[src/rtl/param_sram_loader_pkg.sv]
// Shared EPU definitions for the parameter-SRAM loader: state encoding and
// default geometry of the 5 x 32-bit parameter SRAM.
package param_sram_loader_pkg;

   localparam int PARAM_WORDS  = 5;
   localparam int PARAM_ADDR_W = 3;
   localparam int PARAM_DATA_W = 32;

   typedef enum logic [1:0] {
      S_IDLE  = 2'd0,
      S_LOAD  = 2'd1,
      S_CHK   = 2'd2,
      S_FLUSH = 2'd3
   } ldr_state_e;

endpackage

[src/rtl/param_sram_wr_reg.sv]
// Registered SRAM write-port stage: presents one write in the cycle after
// we_i, and holds address/data while no write is requested.
module param_sram_wr_reg
   import param_sram_loader_pkg::*;
#(
   parameter int ADDR_W = PARAM_ADDR_W,
   parameter int DATA_W = PARAM_DATA_W
) (
   input  logic              clk,
   input  logic              rst,
   input  logic              we_i,
   input  logic [ADDR_W-1:0] addr_i,
   input  logic [DATA_W-1:0] data_i,
   output logic              cs_o,
   output logic              w_req_o,
   output logic [ADDR_W-1:0] addr_o,
   output logic [DATA_W-1:0] data_o
);

   logic              cs_q, cs_d;
   logic [ADDR_W-1:0] addr_q, addr_d;
   logic [DATA_W-1:0] data_q, data_d;

   always_comb begin
      cs_d   = we_i;
      addr_d = addr_q;
      data_d = data_q;
      if (we_i) begin
         addr_d = addr_i;
         data_d = data_i;
      end
   end

   always_ff @(posedge clk) begin
      if (rst) begin
         cs_q   <= 1'b0;
         addr_q <= '0;
         data_q <= '0;
      end else begin
         cs_q   <= cs_d;
         addr_q <= addr_d;
         data_q <= data_d;
      end
   end

   // W_req is active-low and only ever asserted together with cs.
   assign cs_o    = cs_q;
   assign w_req_o = ~cs_q;
   assign addr_o  = addr_q;
   assign data_o  = data_q;

endmodule

[src/rtl/param_sram_loader.sv]
// Streams WORDS parameter words into the EPU parameter SRAM at addresses
// 0..WORDS-1. Optional checksum word check enabled by PARAM_LOAD_CHECKSUM_EN.
module param_sram_loader
   import param_sram_loader_pkg::*;
#(
   parameter int ADDR_W = PARAM_ADDR_W,
   parameter int DATA_W = PARAM_DATA_W,
   parameter int WORDS  = PARAM_WORDS
) (
   input  logic              clk,
   input  logic              rst,
   input  logic              start,
   input  logic              abort,
   input  logic              in_valid,
   input  logic [DATA_W-1:0] in_data,
   output logic              in_ready,
   output logic              busy,
   output logic              done,
   output logic              err,
   output logic              mem_cs,
   output logic              mem_oe,
   output logic              mem_W_req,
   output logic [ADDR_W-1:0] mem_addr,
   output logic [DATA_W-1:0] mem_W_data
);

   localparam logic [ADDR_W-1:0] LAST_IDX = ADDR_W'(WORDS - 1);

   ldr_state_e        state_q, state_d;
   logic [ADDR_W-1:0] cnt_q, cnt_d;
   logic              hs;
   logic              wr_en;

`ifdef PARAM_LOAD_CHECKSUM_EN
   logic [DATA_W-1:0] sum_q, sum_d;
   logic              err_q, err_d;
`endif

   assign in_ready = (state_q == S_LOAD) || (state_q == S_CHK);
   assign hs       = in_valid & in_ready;

   always_comb begin
      state_d = state_q;
      cnt_d   = cnt_q;
      wr_en   = 1'b0;
`ifdef PARAM_LOAD_CHECKSUM_EN
      sum_d   = sum_q;
      err_d   = err_q;
`endif
      case (state_q)
         S_IDLE: begin
            if (start) begin
               state_d = S_LOAD;
               cnt_d   = '0;
`ifdef PARAM_LOAD_CHECKSUM_EN
               sum_d   = '0;
               err_d   = 1'b0;
`endif
            end
         end
         S_LOAD: begin
            // A word arriving together with abort is dropped, not written.
            if (abort) begin
               state_d = S_IDLE;
            end else if (hs) begin
               wr_en = 1'b1;
`ifdef PARAM_LOAD_CHECKSUM_EN
               sum_d = sum_q + in_data;
`endif
               if (cnt_q == LAST_IDX) begin
`ifdef PARAM_LOAD_CHECKSUM_EN
                  state_d = S_CHK;
`else
                  state_d = S_FLUSH;
`endif
               end else begin
                  cnt_d = cnt_q + ADDR_W'(1);
               end
            end
         end
`ifdef PARAM_LOAD_CHECKSUM_EN
         S_CHK: begin
            if (abort) begin
               state_d = S_IDLE;
            end else if (hs) begin
               if (in_data != sum_q) err_d = 1'b1;
               state_d = S_FLUSH;
            end
         end
`endif
         S_FLUSH: state_d = S_IDLE;
         default: state_d = S_IDLE;
      endcase
   end

   always_ff @(posedge clk) begin
      if (rst) begin
         state_q <= S_IDLE;
         cnt_q   <= '0;
`ifdef PARAM_LOAD_CHECKSUM_EN
         err_q   <= 1'b0;
`endif
      end else begin
         state_q <= state_d;
         cnt_q   <= cnt_d;
`ifdef PARAM_LOAD_CHECKSUM_EN
         err_q   <= err_d;
`endif
      end
   end

`ifdef PARAM_LOAD_CHECKSUM_EN
   // Accumulator is cleared on every start, so it needs no reset.
   always_ff @(posedge clk) begin
      sum_q <= sum_d;
   end
   assign err = err_q;
`else
   assign err = 1'b0;
`endif

   param_sram_wr_reg #(
      .ADDR_W (ADDR_W),
      .DATA_W (DATA_W)
   ) u_wr_reg (
      .clk     (clk),
      .rst     (rst),
      .we_i    (wr_en),
      .addr_i  (cnt_q),
      .data_i  (in_data),
      .cs_o    (mem_cs),
      .w_req_o (mem_W_req),
      .addr_o  (mem_addr),
      .data_o  (mem_W_data)
   );

   assign mem_oe = 1'b0;
   assign busy   = (state_q != S_IDLE);
   assign done   = (state_q == S_FLUSH);

endmodule

[config.mk]
export PLATFORM = sky130hd
export DESIGN_NAME = param_sram_loader
export DESIGN_NICKNAME = d
export VERILOG_FILES = /design/src/rtl/param_sram_loader_pkg.sv /design/src/rtl/param_sram_wr_reg.sv /design/src/rtl/param_sram_loader.sv
export SDC_FILE = /design/constraint.sdc
export NUM_CORES = 1
export LEC_CHECK = 0
export ABC_AREA = 1
export BUFFER_PORTS_ARGS = -buffer_cell sky130_fd_sc_hd__buf_2
export CORE_MARGIN = 10
export CORE_UTILIZATION = 44
export CTS_CLUSTER_DIAMETER = 200
export CTS_CLUSTER_SIZE = 40
export DETAILED_ROUTE_END_ITERATION = 10
export HOLD_SLACK_MARGIN = 0.06
export PLACE_DENSITY = 0.75
export SLEW_MARGIN = 30
export SYNTH_ARGS = -nofsm -noshare
export SYNTH_HDL_FRONTEND = slang
export SYNTH_SLANG_ARGS = --single-unit
[constraint.sdc]
create_clock -name clk -period 2.9 [get_ports clk]
set_input_delay 0.29 -clock clk [delete_from_list [all_inputs] [get_ports clk]]
set_output_delay 0.29 -clock clk [all_outputs]
set_load 0.01 [all_outputs]
==> results of run 1 <==
worst max-delay path: cells and delay by family, from the launching register on:
family                   cells  cell delay (ps)
AO/OA/AOI/OAI                2              270
adder cells (fa/ha/maj)      1              290
buffers and inverters        2              420
flip-flops                   1              390
AND/OR/NAND/NOR              2              270
registers in the layout (all words and copies together), names as in the netlist:
register	count
cnt_q	3
u_wr_reg.addr_o	3
state_q	2
u_wr_reg.data_o	32
u_wr_reg.cs_o	1
kinds of logic (layout without fill, tap and decap cells):
group                      Yosys count  in the layout  synth area share (%)
adders and majority gates            6              6                  4.48
other                                1              2                 0.224
buffers and inverters               30            102                  9.94
and+or+nand+nor                    100            100                  23.6
DFF                                 41             41                  49.0
AOI/OAI and AO/OA                   42             42                  12.7
report_power, final:
| group | internal [mW] | switching [mW] |
|---|---|---|
| Combinational | 0.176 | 0.290 |
| Sequential | 0.636 | 0.0385 |
| Clock | 0.281 | 0.185 |
layer usage:
layer	track usage (%)	vias up
met4	2.55	0
li1	-	826
met3	6.33	5
met5	0	-
met2	19.9	54
met1	13.9	685
cells in the final DEF (no fill, tap or decap):
cell type   n
nand2_1    20
o211ai_1    1
nor3_4      1
buf_2      76
bufinv_16   1
conb_1      2
o21ai_1     8
ha_1        6
clkbuf_1    1
buf_4       1
dfxtp_1    41
nand3_1     6
clkbuf_8    6
inv_2       3
o21ai_0    27
a21oi_1     6
nor2_1     73
inv_1      14
worst paths after layout:
path                       startpoint                  end  slack, ps
hold / removal                    rst        u_wr_reg.cs_o        210
setup reg to reg           state_q[0]   u_wr_reg.addr_o[1]       1190
setup / recovery           state_q[0]   u_wr_reg.addr_o[1]       1190
hold reg to reg   u_wr_reg.data_o[16]  u_wr_reg.data_o[16]        500
area by class of cell:
class                      count  area (um2)  share of cell area (%)
clock inverter                 1        30.0                    1.40
clock buffer                   7        86.3                    4.04
timing repair buffer          77         388                    18.1
multi-input combinational    150         691                    32.3
tap                           48        60.1                    2.81
inverter                      17        63.8                    2.98
sequential                    41         821                    38.4
per-stage QoR:
step / cells / total power, mW / utilization (%) / setup WS [ps] / instance area (um2)
2_1_floorplan: 221 / 1.02 / - / 1360 / 1680
3_3_place_gp: 333 / 1.15 / 55.3 / 964 / 2020
3_5_place_dp: 333 / 1.16 / 55.3 / 1190 / 2020
4_1_cts: 341 / 1.63 / 58.4 / 1140 / 2140
5_1_grt: 341 / 1.72 / 58.4 / 988 / 2140
6_report: 341 / 1.61 / 58.4 / 1190 / 2140
==> results.md, run 1 <==
- Clk sink count: 41
- Vias per cell: 4.60
- Port-buffer cells: 76
- Initial Utilization: 45.7%
- I/O pins: 79
- Unique masters post-synth: 17
- Num CTS Buffers: 5
- Area share of the largest cell type after synthesis: 49.0%
- CP cell instances: inv_1 > ha_1 > nand2_1 > nor3_4 > buf_4 > o21ai_0 > a21oi_1
- Largest area contributor in the netlist: dfxtp_1
- # fillers: 365
- CP Launch Type: flip-flop
- Post-synth EDFFs: 0
- CTS root buf: clkbuf_8
- Final Setup Violations: 0
- Sequential area share after synthesis: 49.0%
- Die Ht: 81.7 um
- Num rows: 22
- Most numerous cell in the Yosys netlist: nor2_1
- DIE AREA: 6670 um2
- Fin nets: 335
- Power Density: 751 nW/um2
- WP data arrival: 1920 ps
- Initial antenna violation count: 0
- Worst-case hold slack: 205 ps
- Ant diodes: 0
- Crit path kind: reg -> reg
- Cell count of the worst reg-to-reg path: 7
- First-pass GRT wire length: 6680 um
- Clock skew: 3.86 ps
- Async set or reset register ratio after synthesis: 0%
- # Max-Cap Violations: 0
- Worst-skew pair later-pin latency: 280 ps
- Die width: 81.7 um
- Met3 wire len: 511 um
- Required time of the critical path: 3110 ps
- Number of global-route vias before repair: 1492
- P&R area growth vs syn: 27.8%
- Met2 WL: 1920 um
- Pre-antenna DRT Iters: 4
- Hold path depth: 2
- Max clock buf depth: 2
- Critical Path End Type: flip-flop
- Core ar.: 3660 um2
- Setup TNS: 0 ps
- Syn_area_per_cell: 7.61 um2
- Clk pin slew, worst setup/hold paths: 80 ps
- WL final: 4230 um
- Fraction of layout cells with a size suffix above 1: 30.0%
- Status: complete, no violations
- Routed length per instance: 12.4 um
- H-tree depth: 2
- Synth top cells by count: nor2_1 (73), dfxtp_1 (41), o21ai_0 (27), nand2_1 (20), inv_1 (16)
- Leakage: 1.18 nW
- HP Class: in -> reg
- Top routing layer in use: met4
- Max incr delay on CP: 390 ps
- Worst path slowest cell: dfxtp_1
- Worst relative slew slack: 63.1%
- Crit Path Max Fanout: 38
- Period minus WS final: 1710 ps
- Slew @ Worst Pin: 553 ps
- Post-cts resize count: 0
- Post-Syn Area: 1670 um2
- GPL Wtd Cong: 0.772
- WL met1: 1770 um
- GRT overflow: 0
- Unrepaired setup endpoints after global routing: false
- CTS tree: done
- Vias: 1570
- Seq cells post-synth: 41
- Final hold viol count: 0
- Final period util: 58.9%
- Total GRT Usage: 12.2%
- Top post-synthesis cells by area: dfxtp_1 (49%), nor2_1 (16%), o21ai_0 (8.1%)
- Dpl hpwl: 3130 um
- Postcts setup bufs: 0
- DRT iter0 DRCs: 58
- Synth Warn #: 0
- Count of pins over their slew limit: 0
- Final ANT Viol Nets: 0
- Syn Inst Count: 220
- Largest net degree at the start of global routing: 40
- Max Fclk: 585 MHz
- # hold bufs at CTS: 0
- DRC errors left: 0
- Ys flop type: dfxtp_1
- Worst IR Drop VDD: 0.354 mV
Power figures use the tool's default switching activity.
==> run 2: changes to the inputs <==
==> constraint.sdc (replaced) <==
create_clock -name clk -period 1.71 [get_ports clk]
set_input_delay 0.171 -clock clk [delete_from_list [all_inputs] [get_ports clk]]
set_output_delay 0.171 -clock clk [all_outputs]
set_load 0.01 [all_outputs]
==> run 2 against run 1 <==
- clock skew barely moved
- flip-flop and latch count unchanged
- core utilization is 1.8 points higher
- non-clock buffer count grew 5
- sequential share of layout area shrank 1.1 points
- design area up 3.0%
- largest cell class unchanged
- worst hold slack worse by 130 ps
- wire length grew 1.1%
- maximum frequency up 9.2%
- first-iteration DRC count rose by 38%
- critical path type unchanged
- sequential power increased by 70%
- setup slack worse by 1000 ps
==> results.md, run 2 (same netlist as run 1, synthesis figures left out) <==
- DRT iter0 DRCs: 80 (+38%)
- WP data arrival: 1750 ps (-170 ps)
- Period minus WS final: 1570 ps (-144 ps)
- Cell count of the worst reg-to-reg path: 8 (+1)
- Vias: 1565 (-0.32%)
- Number of cells on the critical path: 8 (+1)
- Unrepaired setup endpoints after global routing: false
- Status: complete, no violations
- GRT overflow: 0 (unchanged)
- Num rows: 22 (unchanged)
- Worst IR Drop VDD: 0.903 mV (+160%)
- Setup TNS: 0 ps (unchanged)
- Crit Path Max Fanout: 11 (-71%)
- Largest register FFs: 32 (unchanged)
- Finished Layout Cells: 346 (+1.5%)
- # fillers: 341 (-6.6%)
- Most common cell after layout, fill and taps aside: buf_2
- DIE AREA: 6670 um2 (unchanged)
- Num CTS Buffers: 5 (unchanged)
- GPL Wtd Cong: 0.777 (+0.63%)
- Commonest non-fill, non-tap cells in the layout: buf_2 (76), nor2_1 (73), dfxtp_1 (40)
- Max incr delay on CP: 360 ps (-30 ps)
- Port-buffer cells: 76 (unchanged)
- Number of global-route vias before repair: 1422 (-4.7%)
- P&R area growth vs syn: 31.7%
- CP Launch Type: flip-flop
- # Max-Cap Violations: 0 (unchanged)
- First-pass GRT wire length: 6540 um (-2.1%)
- WL final: 4280 um (+1.1%)
- Clk pin slew, worst setup/hold paths: 80 ps (about the same)
- CP top delay family: simple AND/OR/NAND/NOR gates
- Critical Path End Type: flip-flop
- HP Class: in -> reg
- DRC errors left: 0 (unchanged)
- Fin nets: 340 (+1.5%)
- Clock skew: 3.74 ps (-0.120 ps)
- Worst path slowest cell: dfxtp_2
- Die width: 81.7 um (unchanged)
- Buffers & Inverters on Critical Path: 3 (+1)
- Die Ht: 81.7 um (unchanged)
- Multi-input logic area: 706 um2 (+2.2%)
- Ant diodes: 0 (unchanged)
- Routed length per instance: 12.4 um (-0.35%)
- Core ar.: 3660 um2 (unchanged)
- Vias per cell: 4.52 (-1.8%)
- Largest net degree at the start of global routing: 25 (-38%)
- Clk sink count: 41 (unchanged)
- Fraction of layout cells with a size suffix above 1: 31.5% (+1.5 points)
- CTS root buf: clkbuf_8
- Count of pins over their slew limit: 0 (unchanged)
- Max Fclk: 639 MHz (+9.2%)
- Worst R2R Setup Slack: 140 ps (-1050 ps)
- CP cell instances: inv_1 > ha_4 > nand2_2 > nor3_4 > inv_1 > buf_4 > nor2_1 > nor2_1
- Register area: 822 um2 (+0.15%)
- Max clock buf depth: 2 (unchanged)
- Final ANT Viol Nets: 0 (unchanged)
- Crit path kind: reg -> reg
- Total GRT Usage: 12.4% (+0.22 points)
- Placed Cells: 338 (+1.5%)
- CTS tree: done
- Final period util: 91.6% (+33 points)
- Final hold viol count: 0 (unchanged)
- I/O pins: 79 (unchanged)
- Hold path depth: 2 (unchanged)
- H-tree depth: 2 (unchanged)
- Required time of the critical path: 1890 ps (-1220 ps)
- Pre-antenna DRT Iters: 4 (unchanged)
- Worst-skew pair later-pin latency: 280 ps (about the same)
- Initial antenna violation count: 0 (unchanged)
- Leakage: 1.21 nW (+2.5%)
- Power Density: 1260 nW/um2 (+67%)
- Initial Utilization: 45.7% (unchanged)
- Dpl hpwl: 3280 um (+4.8%)
- Final Setup Violations: 0 (unchanged)
-- run 2: cell type report --
type                       instances  share of cell area, %
multi-input combinational        150                   32.0
sequential                        41                   37.3
inverter                          17                   2.89
timing repair buffer              82                   20.0
clock inverter                     2                   1.76
tap                               48                   2.72
clock buffer                       6                   3.29
-- run 2: timing repair --
item | 4_1_cts | 5_1_grt
setup endpoints to repair | 0 | 16
resized for setup | 0 | 4
hold endpoints to repair | 0 | 0
hold buffers | 0 | 0
setup buffers | 0 | 0
-- run 2: routing by layer --
metal / global-route usage, % / up-vias / part of all wire, %
met1: 14.0 / 669 / 41
met5: 0 / - / 0
met2: 19.0 / 55 / 44
met4: 3.06 / 0 / 0.51
li1: - / 837 / -
met3: 8.19 / 4 / 14
-- run 2: through the flow --
stage	util [%]	cell area, um2	hold slack (ps)	power (mW)	setup WS, ps
2_1_floorplan	-	1680	240	1.74	171
3_5_place_dp	56.6	2070	372	2.00	122
5_1_grt	60.2	2200	77.1	2.96	16.1
4_1_cts	59.7	2180	71.2	2.77	93.6
3_3_place_gp	56.6	2070	369	1.98	182
6_report	60.2	2200	77.7	2.77	144
-- run 2: worst paths after layout --
path,startpoint,endpoint
hold / removal,rst,cnt_q[2]
setup / recovery,state_q[0],u_wr_reg.data_o[29]
setup reg to reg,state_q[0],u_wr_reg.data_o[29]
hold reg to reg,u_wr_reg.data_o[16],u_wr_reg.data_o[16]
-- run 2: power breakdown --
part / switching [mW] / leakage, nW / internal (mW)
sequential: 0.0663 / 0.332 / 1.08
clock: 0.322 / 0.0554 / 0.438
combinational: 0.521 / 0.826 / 0.343
total: 0.909 / 1.21 / 1.86
